## src/rtl/pc_sequencer.sv

```systemverilog
// Program-counter stage: owns the fetch PC, selects jump/branch/buffered/sequential
// next address, buffers redirects raised while fetch is blocked, traps misaligned targets.
module pc_sequencer #(
  parameter logic [31:0] RESET_PC   = 32'h0000_0000,
  parameter logic [31:0] EXC_VECTOR = 32'h0000_0080
) (
  input  logic        clk,
  input  logic        rst,
  input  logic        branch_taken,
  input  logic [31:0] branch_offset_x4,
  input  logic        jump_en,
  input  logic [31:0] jump_target,
  input  logic        hold,
  input  logic        imem_ready,
  output logic [31:0] pc,
  output logic [31:0] pc_plus4,
  output logic        fetch_valid,
  output logic        redirect,
  output logic        misalign_err
);

  typedef enum logic [1:0] {IDLE, RUN, TRAP} state_t;

  state_t      state;
  logic        pend_vld;
  logic [31:0] pend_tgt;

  logic        adv;
  logic        req;
  logic        take;
  logic [31:0] req_tgt;
  logic [31:0] tgt;

  assign pc_plus4 = pc + 32'd4;

  // Target of a request raised this cycle; a jump outranks a branch.
  always_comb begin
    adv     = (state == RUN) & imem_ready & ~hold;
    req     = jump_en | branch_taken;
    req_tgt = jump_en ? jump_target : (pc_plus4 + branch_offset_x4);
    take    = req | pend_vld;
    tgt     = req ? req_tgt : pend_tgt;
  end

  always_ff @(posedge clk or posedge rst) begin
    if (rst) begin
      state        <= IDLE;
      pc           <= RESET_PC;
      fetch_valid  <= 1'b0;
      redirect     <= 1'b0;
      misalign_err <= 1'b0;
      pend_vld     <= 1'b0;
      pend_tgt     <= '0;
    end else begin
      redirect     <= 1'b0;
      misalign_err <= 1'b0;
      if (!adv) begin
        // Fetch blocked: remember the newest redirect for the next advance.
        if (req) begin
          pend_vld <= 1'b1;
          pend_tgt <= req_tgt;
        end
        if (state != RUN) begin
          state       <= RUN;
          fetch_valid <= 1'b1;
        end
      end else begin
        pend_vld <= 1'b0;
        if (!take) begin
          pc <= pc_plus4;
        end else if (tgt[1:0] == 2'b00) begin
          pc       <= tgt;
          redirect <= 1'b1;
        end else begin
          pc           <= EXC_VECTOR;
          state        <= TRAP;
          fetch_valid  <= 1'b0;
          redirect     <= 1'b1;
          misalign_err <= 1'b1;
        end
      end
    end
  end

endmodule

```

## config.mk

```make
export PLATFORM = sky130hd
export DESIGN_NAME = pc_sequencer
export DESIGN_NICKNAME = d
export VERILOG_FILES = /design/src/rtl/pc_sequencer.sv
export SDC_FILE = /design/constraint.sdc
export NUM_CORES = 1
export LEC_CHECK = 0
export CAP_MARGIN = 20
export CORE_MARGIN = 5
export CORE_UTILIZATION = 35
export CTS_BUF_LIST = sky130_fd_sc_hd__clkbuf_8
export CTS_CLUSTER_DIAMETER = 40
export CTS_CLUSTER_SIZE = 12
export DETAILED_ROUTE_END_ITERATION = 16
export SYNTH_ARGS = -nofsm -noshare
export SYNTH_HDL_FRONTEND = slang
export SYNTH_SLANG_ARGS = --single-unit
```

## constraint.sdc

```tcl
create_clock -name clk -period 9.9 [get_ports clk]
set_input_delay 1.485 -clock clk [delete_from_list [all_inputs] [get_ports clk]]
set_output_delay 1.485 -clock clk [all_outputs]
set_load 0.01 [all_outputs]
```

==> results.md, run 1 <==
- CP top delay family: simple AND/OR/NAND/NOR gates
- Post-CTS setup repair buffer count: 0
- Kind of capture point of the worst setup path: output port
- Count of buffers inserted at the top-level ports: 136
- Final Routed Wirelength: 21200 um
- Worst slew pin tran: 0.976 ns
- 1st-iter DRT viols: 399
- Startpoint kind of the worst setup timing path: flip-flop
- Leading cell types by total area after synthesis: dfrtp_1, ha_1, a21oi_1
- Via count: 6099
- Number of buffer and inverter stages on the critical path: 1
- Leakage power figure: 3.18 nW
- Worst setup path class: reg -> out
- Largest stage delay on the critical path: 0.61 ns
- Final Setup Violations: 0
- Count of flip-flops with a built-in enable after synthesis: 0
- Distinct cells, synth: 77
- Maximum fanout along the worst path: 6
- Number of clock sinks: 69
- Run status: completed
- First-pass DRT Iterations: 5
- Power per cell area: 159 nW/um^2
- Sum of negative setup slack: 0 ns
- Post-layout worst setup margin: 4.94 ns
- Number of filler instances in the final layout: 1706
- Residual DRC: 0
- Clock tree from TritonCTS: built
- Top FF cell, synth: dfrtp_1
- Setup repair after global routing missed its margin: false
- Peak supply drop: 0.0755 mV
- Worst-skew pair later-pin latency: 0.38 ns
- Nets: 971
- Height of the chip: 140 um
- Max-slew violation count: 0
- Crit path DAT: 3.47 ns
- Largest area contributor in the netlist: dfrtp_1
- Clock-pin slew of the registers on the worst-case setup and hold paths: 0.08 ns
- Average instance area after synthesis: 7.89 um^2
- Gate Count Post-Synth: 749
- Critical Path Most Common Cell: nor2_1
- Maximum clock frequency: 202 MHz
- Total Routing Usage GR: 21.2%
- Number of global-route vias before repair: 5931
- Share of cells above drive strength 1: 4.39%
- Post-route clock period utilization: 50.1%
- Post-DR vias/cell: 5.62
- Final critical path time including I/O delays and setup: 4.96 ns
- Synthesis warning total: 0
- Largest net degree at the start of global routing: 70
- Clock Skew: 0.0108 ns
- Flop and latch count out of synthesis: 69
- Global-route wire length before repair: 33100 um
- Number of nets with antenna violations after routing: 0
- Die width: 140 um
- TritonCTS Buffers: 9
- Post-synthesis sequential area ratio: 29.2%
- Mapped Area: 5910 um^2
- Max_slew headroom: 34.9%
- Detailed-route wire length per cell: 19.5 um
- Cells along the critical path: ha_1 > and3_1 > nand3_1 > nor2_1 > nand4_1 > nor2_1 > xor2_1 > clkdlybuf4s50_1
- Post-synth ARST share: 100%
- Slowest cell on the critical path: clkdlybuf4s50_1
- Number of antenna violations at the first check in global routing: 0
- Maximum clock path buffer count: 2
- Diode count: 0
- Effective utilization at floorplan: 35.6%
- Fraction of synthesized cell area taken by the top area cell type: 29.2%
- Core Rows: 47
- CTS Hold Bufs: 0
- Min-delay worst type: reg -> reg
- Gpl congestion: 0.875
- Ports placed on the boundary: 137
- Library cell used as clock root buffer: clkbuf_8
- Worst setup slack before clock tree synthesis: 4.74 ns
- Count of cells resized by post-cts repair: 0
- Floorplan die area: 19600 um^2
- Floorplan core area: 16600 um^2
- Maximum level of the CTS H-tree: 3
- Worst path required time: 8.42 ns
- Syn Nets: 859
- Area added between synthesis and finish: 29.3%
- Sum of overflow across all layers after global routing: 0
- Worst Hold Slack: 0.476 ns
- Max_cap viols: 0
- Dpl hpwl: 15700 um
- Final hold violation count: 0
[per-stage QoR]
stage / instance area [um^2] / util [%] / std cells / total power [mW]
floorplan: 5910 / - / 749 / 0.736
detailed placement: 7440 / 44.9 / 1070 / 0.965
CTS: 7640 / 46.1 / 1086 / 1.22
global placement: 7440 / 44.9 / 1070 / 0.968
finish: 7640 / 46.1 / 1086 / 1.21
global route: 7640 / 46.1 / 1086 / 1.29
[cells in the final DEF (no fill, tap or decap), types with 3 or more instances in the layout]
master	instances
inv_1	18
nor4_1	5
and3_1	11
a31oi_1	7
o31ai_1	7
xor2_1	20
and4_1	4
nor2b_1	8
nand2_1	91
a22o_1	4
buf_4	5
nand4_1	11
o22ai_1	5
a211oi_1	10
a21o_1	18
a22oi_1	8
or3_1	5
xnor2_1	33
nor2_1	88
clkbuf_8	10
ha_1	39
o21ai_1	3
a41oi_1	3
a21oi_1	85
dfrtp_1	69
o2bb2ai_1	3
nand2b_1	7
clkdlybuf4s50_1	135
mux2i_1	7
o211ai_1	8
a221oi_1	6
nand3_1	17
nor3_1	11
o21ai_0	48
[power by group]
part           internal, mW  leakage (nW)  switching [mW]
combinational         0.265          2.24           0.316
sequential            0.329         0.839          0.0544
clock                 0.123         0.104           0.126
[cell type report]
type / count / area [um^2] / area share (%)
multi-input cells: 622 / 3980 / 52.0
clock inverters: 6 / 63.8 / 0.835
flip-flops and latches: 69 / 1730 / 22.6
inverters: 18 / 67.6 / 0.884
clock buffers: 10 / 138 / 1.80
repair buffers: 141 / 1390 / 18.2
well taps: 220 / 275 / 3.60
[tightest hold or removal path, cell delays in order, from the launching register on]
cell and delay (ns):
dfrtp_1 0.35, nand2_1 0.05, nand2_1 0.05
[sequential cells by signal, indices dropped and copies added (netlist names)]
| signal | cells |
|---|---|
| pend_tgt | 32 |
| misalign_err | 1 |
| redirect | 1 |
| state | 2 |
| pend_vld | 1 |
| pc | 32 |
[per-layer routing]
layer,vias up,GRT usage (%),wire [um]
met5,-,0,0
met1,2857,29.4,9700
met4,0,5.66,357
met2,242,33.3,9500
met3,31,4.91,1620
li1,2969,-,-
[Yosys cell counts (all sizes together), types with 3 or more instances]
cell and number:
and3 12, and4 4, a41oi 3, nand3 18
nor2 89, a221oi 7, mux2i 7, a31oi 8
or3 5, o211ai 9, inv 18, a21oi 85
nor3 11, o2bb2ai 3, o31ai 8, a211oi 10
o22ai 5, a22o 4, buf 10, a22oi 8
nor4 5, xnor2 33, a21o 18, o21ai 51
nand2b 7, clkbuf 30, nand4 12, ha 39
xor2 20, nor2b 8, nand2 91, dfrtp 69
[final timing paths]
check                            start           end  slack [ns]  depth (start not counted)
setup / recovery                 pc[2]  pc_plus4[28]        4.94                          8
hold / removal             pend_tgt[3]   pend_tgt[3]        0.48                          2
setup reg to reg                 pc[2]        pc[29]        5.14                         17
hold reg to reg            pend_tgt[3]   pend_tgt[3]        0.48                          2
max in group asynchronous          rst        pc[14]        7.57                          3
min in group asynchronous          rst         pc[1]        1.69                          3
[cell families after synthesis]
logic type	after synthesis	share of synthesized area [%]
AO/OA/AOI/OAI	248	27.5
multiplexers	8	1.38
adder cells (fa/ha/maj)	40	8.60
AND/OR/NAND/NOR	273	21.6
buffers and inverters	58	3.85
XOR/XNOR	53	7.86
flip-flops	69	29.2
No activity file was read; power rests on OpenSTA's default activity.
==> inputs of run 2 (changes only) <==
==> constraint.sdc (replaced) <==
create_clock -name clk -period 4.7 [get_ports clk]
set_input_delay 0.705 -clock clk [delete_from_list [all_inputs] [get_ports clk]]
set_output_delay 0.705 -clock clk [all_outputs]
set_load 0.01 [all_outputs]
==> run 2 against run 1 <==
Net effect:
- combinational power rose by 110%
- clock-buffer cell count fell by 1
- flip-flop and latch count stayed put
- clock skew about the same
- first-iteration DRC count grew 17%
- die area stayed put
- critical path depth rose by 8
- non-clock buffer count grew 17
- setup slack worse by 4.6 ns
- sequential share of layout area fell by 0.41 points
- clock power is 120% higher
- utilization increased by 0.85 points
- largest power group unchanged
- highest routed layer unchanged
==> results.md, run 2 (synthesized netlist as in run 1, its figures left out) <==
- Run status: completed
- Residual DRC: 0 (unchanged)
- Startpoint of the tightest hold check path: pend_tgt[4]
- Floorplan core area: 16600 um^2 (unchanged)
- Max-slew violation count: 0 (unchanged)
- Met2 wire len: 9850 um (+3.7%)
- Final critical path time including I/O delays and setup: 4.38 ns
- 1st-iter DRT viols: 468 (+17%)
- Post-route clock period utilization: 93.2%
- Detailed-route wire length per cell: 19.4 um (-0.55%)
- Height of the chip: 140 um (unchanged)
- Core Rows: 47 (unchanged)
- Worst R2R Setup Slack: 0.32 ns (-4.82 ns)
- Post-route total power: 2.59 mW (+110%)
- Global-route wire length before repair: 33300 um (+0.58%)
- Setup repair after global routing missed its margin: false
- Diode count: 0 (unchanged)
- Power dissipated by switching net loads: 1.04 mW (+110%)
- Clock power share: 21.0% (+0.5 points)
- Max_slew headroom: 52.0% (+17 points)
- Effective utilization at floorplan: 35.6% (unchanged)
- Number of clock sinks: 69 (unchanged)
- Post-DR vias/cell: 5.54 (-1.3%)
- Worst-skew pair later-pin latency: 0.37 ns (about the same)
- Kind of capture point of the worst setup path: flip-flop
- Floorplan die area: 19600 um^2 (unchanged)
- Sum of negative setup slack: 0 ns (unchanged)
- Total Routing Usage GR: 21.4% (+0.22 points)
- Maximum clock path buffer count: 2 (unchanged)
- Final Routed Wirelength: 21400 um (+1.0%)
- Peak supply drop: 0.169 mV (+120%)
- Most frequent cells in the layout: clkdlybuf4s50_1, nand2_1, nor2_1
- Power per cell area: 333 nW/um^2 (+110%)
- Leakage power figure: 3.27 nW (+2.9%)
- Max_cap viols: 0 (unchanged)
- Gpl congestion: 0.874 (about the same)
- Clock-pin slew of the registers on the worst-case setup and hold paths: 0.07 ns (about the same)
- Cells on worst reg2reg path: 16 (-1)
- Final Setup Violations: 0 (unchanged)
- Filler-free cell count of the finished design: 1103 (+1.6%)
- Die width: 140 um (unchanged)
- Wire length on met1: 9740 um (+0.44%)
- Power share of the combinational group: 47.9% (about the same)
- Worst setup path class: reg -> reg
- Worst path required time: 4.98 ns (-3.44 ns)
- Maximum fanout along the worst path: 7 (+1)
- Sum of overflow across all layers after global routing: 0 (unchanged)
- Worst hold stages: 2 (unchanged)
- Number of global-route vias before repair: 5977 (+0.78%)
- Worst setup slack before clock tree synthesis: 0.305 ns (-4.44 ns)
- Number of antenna violations at the first check in global routing: 0 (unchanged)
- Critical register-to-register path startpoint: pc[4]
- Area added between synthesis and finish: 31.7%
- Ports placed on the boundary: 137 (unchanged)
- First-pass DRT Iterations: 5 (unchanged)
- TritonCTS Buffers: 9 (unchanged)
- Startpoint kind of the worst setup timing path: flip-flop
- Dpl hpwl: 16200 um (+3.4%)
- Share of cells above drive strength 1: 6.23% (+1.8 points)
- Placed instance count: 1087 (+1.6%)
- Worst slew pin tran: 0.720 ns (-0.256 ns)
- Final hold violation count: 0 (unchanged)
- Post-CTS setup repair buffer count: 0 (unchanged)
- Nets: 988 (+1.8%)
- Registers with the most flip-flops: pc (32), pend_tgt (32), state (2)
- Count of buffers inserted at the top-level ports: 136 (unchanged)
- Clock tree from TritonCTS: built
- Internal power: 1.56 mW (+120%)
- Endpoint of the worst register-to-register path: pc[30]
- Number of nets with antenna violations after routing: 0 (unchanged)
- Flop pwr share: 31.1% (-0.5 points)
- Post-layout worst setup margin: 0.318 ns (-4.63 ns)
- Hold EP: pend_tgt[4]
- Switching Share: 39.9% (-0.97 points)
- Most common cell after layout, fill and taps aside: clkdlybuf4s50_1
- Maximum clock frequency: 228 MHz
- Uppermost layer routed: met4
- Clock Skew: 0.0105 ns (-0.000231 ns)
- Largest net degree at the start of global routing: 66 (-5.7%)
- Crit path DAT: 4.66 ns (+1.19 ns)
- WL met3: 1530 um (-5.4%)
- Library cell used as clock root buffer: clkbuf_8
- Min-delay worst type: reg -> reg
- Via count: 6113 (+0.23%)
- Maximum level of the CTS H-tree: 3 (unchanged)
## run 2: worst max path at each step
| stage | from | end | slack [ns] | cells past startpoint |
|---|---|---|---|---|
| floorplan | pc[2] | pc[29] | 0.67 | 17 |
| global placement | pc[4] | pc[30] | 0.37 | 16 |
| detailed placement | pc[2] | pc[29] | 0.31 | 17 |
| CTS | pc[2] | pc[29] | 0.29 | 17 |
| global route | pc[2] | pc[29] | 0.02 | 17 |
| finish | pc[4] | pc[30] | 0.32 | 16 |
## run 2: repair_timing
item | 4_1_cts | 5_1_grt
resized for setup | 0 | 3
setup endpoints to repair | 0 | 2
hold buffers | 0 | 0
endpoints found under the hold margin | 0 | 0
## run 2: area by class of cell
class / count / area [um^2]
clock buffer: 9 / 124
inverter: 18 / 67.6
multi-input combinational: 622 / 3990
fill: 1683 / 8800
sequential: 69 / 1730
clock inverter: 7 / 83.8
timing repair buffer: 158 / 1520
tap: 220 / 275
## run 2: layer usage
metal | vias to the layer above | GRT usage [%]
met2 | 202 | 34.3
li1 | 3000 | -
met5 | - | 0
met4 | 0 | 4.79
met3 | 20 | 5.79
met1 | 2891 | 29.0
## run 2: metrics by stage
stage	instance area (um^2)	utilization (%)	hold WS, ns
finish	7780	46.9	0.468
global route	7780	46.9	0.494
CTS	7780	46.9	0.472
detailed placement	7570	45.6	0.456
global placement	7570	45.6	0.453
floorplan	5910	-	0.438
## run 2: critical path, cell delays in order (launching register included)
cell and delay, ns:
dfrtp_1 0.47, nand3_2 0.20, or3_1 0.50, and2b_1 0.28, buf_4 0.16, nand3_1 0.09
xnor2_1 0.38, ha_1 0.34, a21oi_1 0.23, o21ai_0 0.19, o31ai_1 0.29, buf_4 0.17
nor2_1 0.07, a211oi_1 0.34, xor2_1 0.17, or2_1 0.25, a22oi_1 0.16
## run 2: power by group through the flow
stage | clock, mW | combinational, mW | sequential (mW)
6_report | 0.544 | 1.24 | 0.808
5_1_grt | 0.584 | 1.35 | 0.825
4_1_cts | 0.558 | 1.24 | 0.807
3_5_place_dp | 0 | 1.23 | 0.817
3_3_place_gp | 0 | 1.23 | 0.816
2_1_floorplan | 0 | 0.749 | 0.801
==> inputs of run 3 (changes only) <==
--- a/config.mk
+++ b/config.mk
@@ -5,6 +5,7 @@
 export SDC_FILE = /design/constraint.sdc
 export NUM_CORES = 1
 export LEC_CHECK = 0
+export ABC_AREA = 0
 export CAP_MARGIN = 20
 export CORE_MARGIN = 5
 export CORE_UTILIZATION = 35
==> results of run 3 <==
No change in the layout: final DEF, timing and power equal those of run 2.
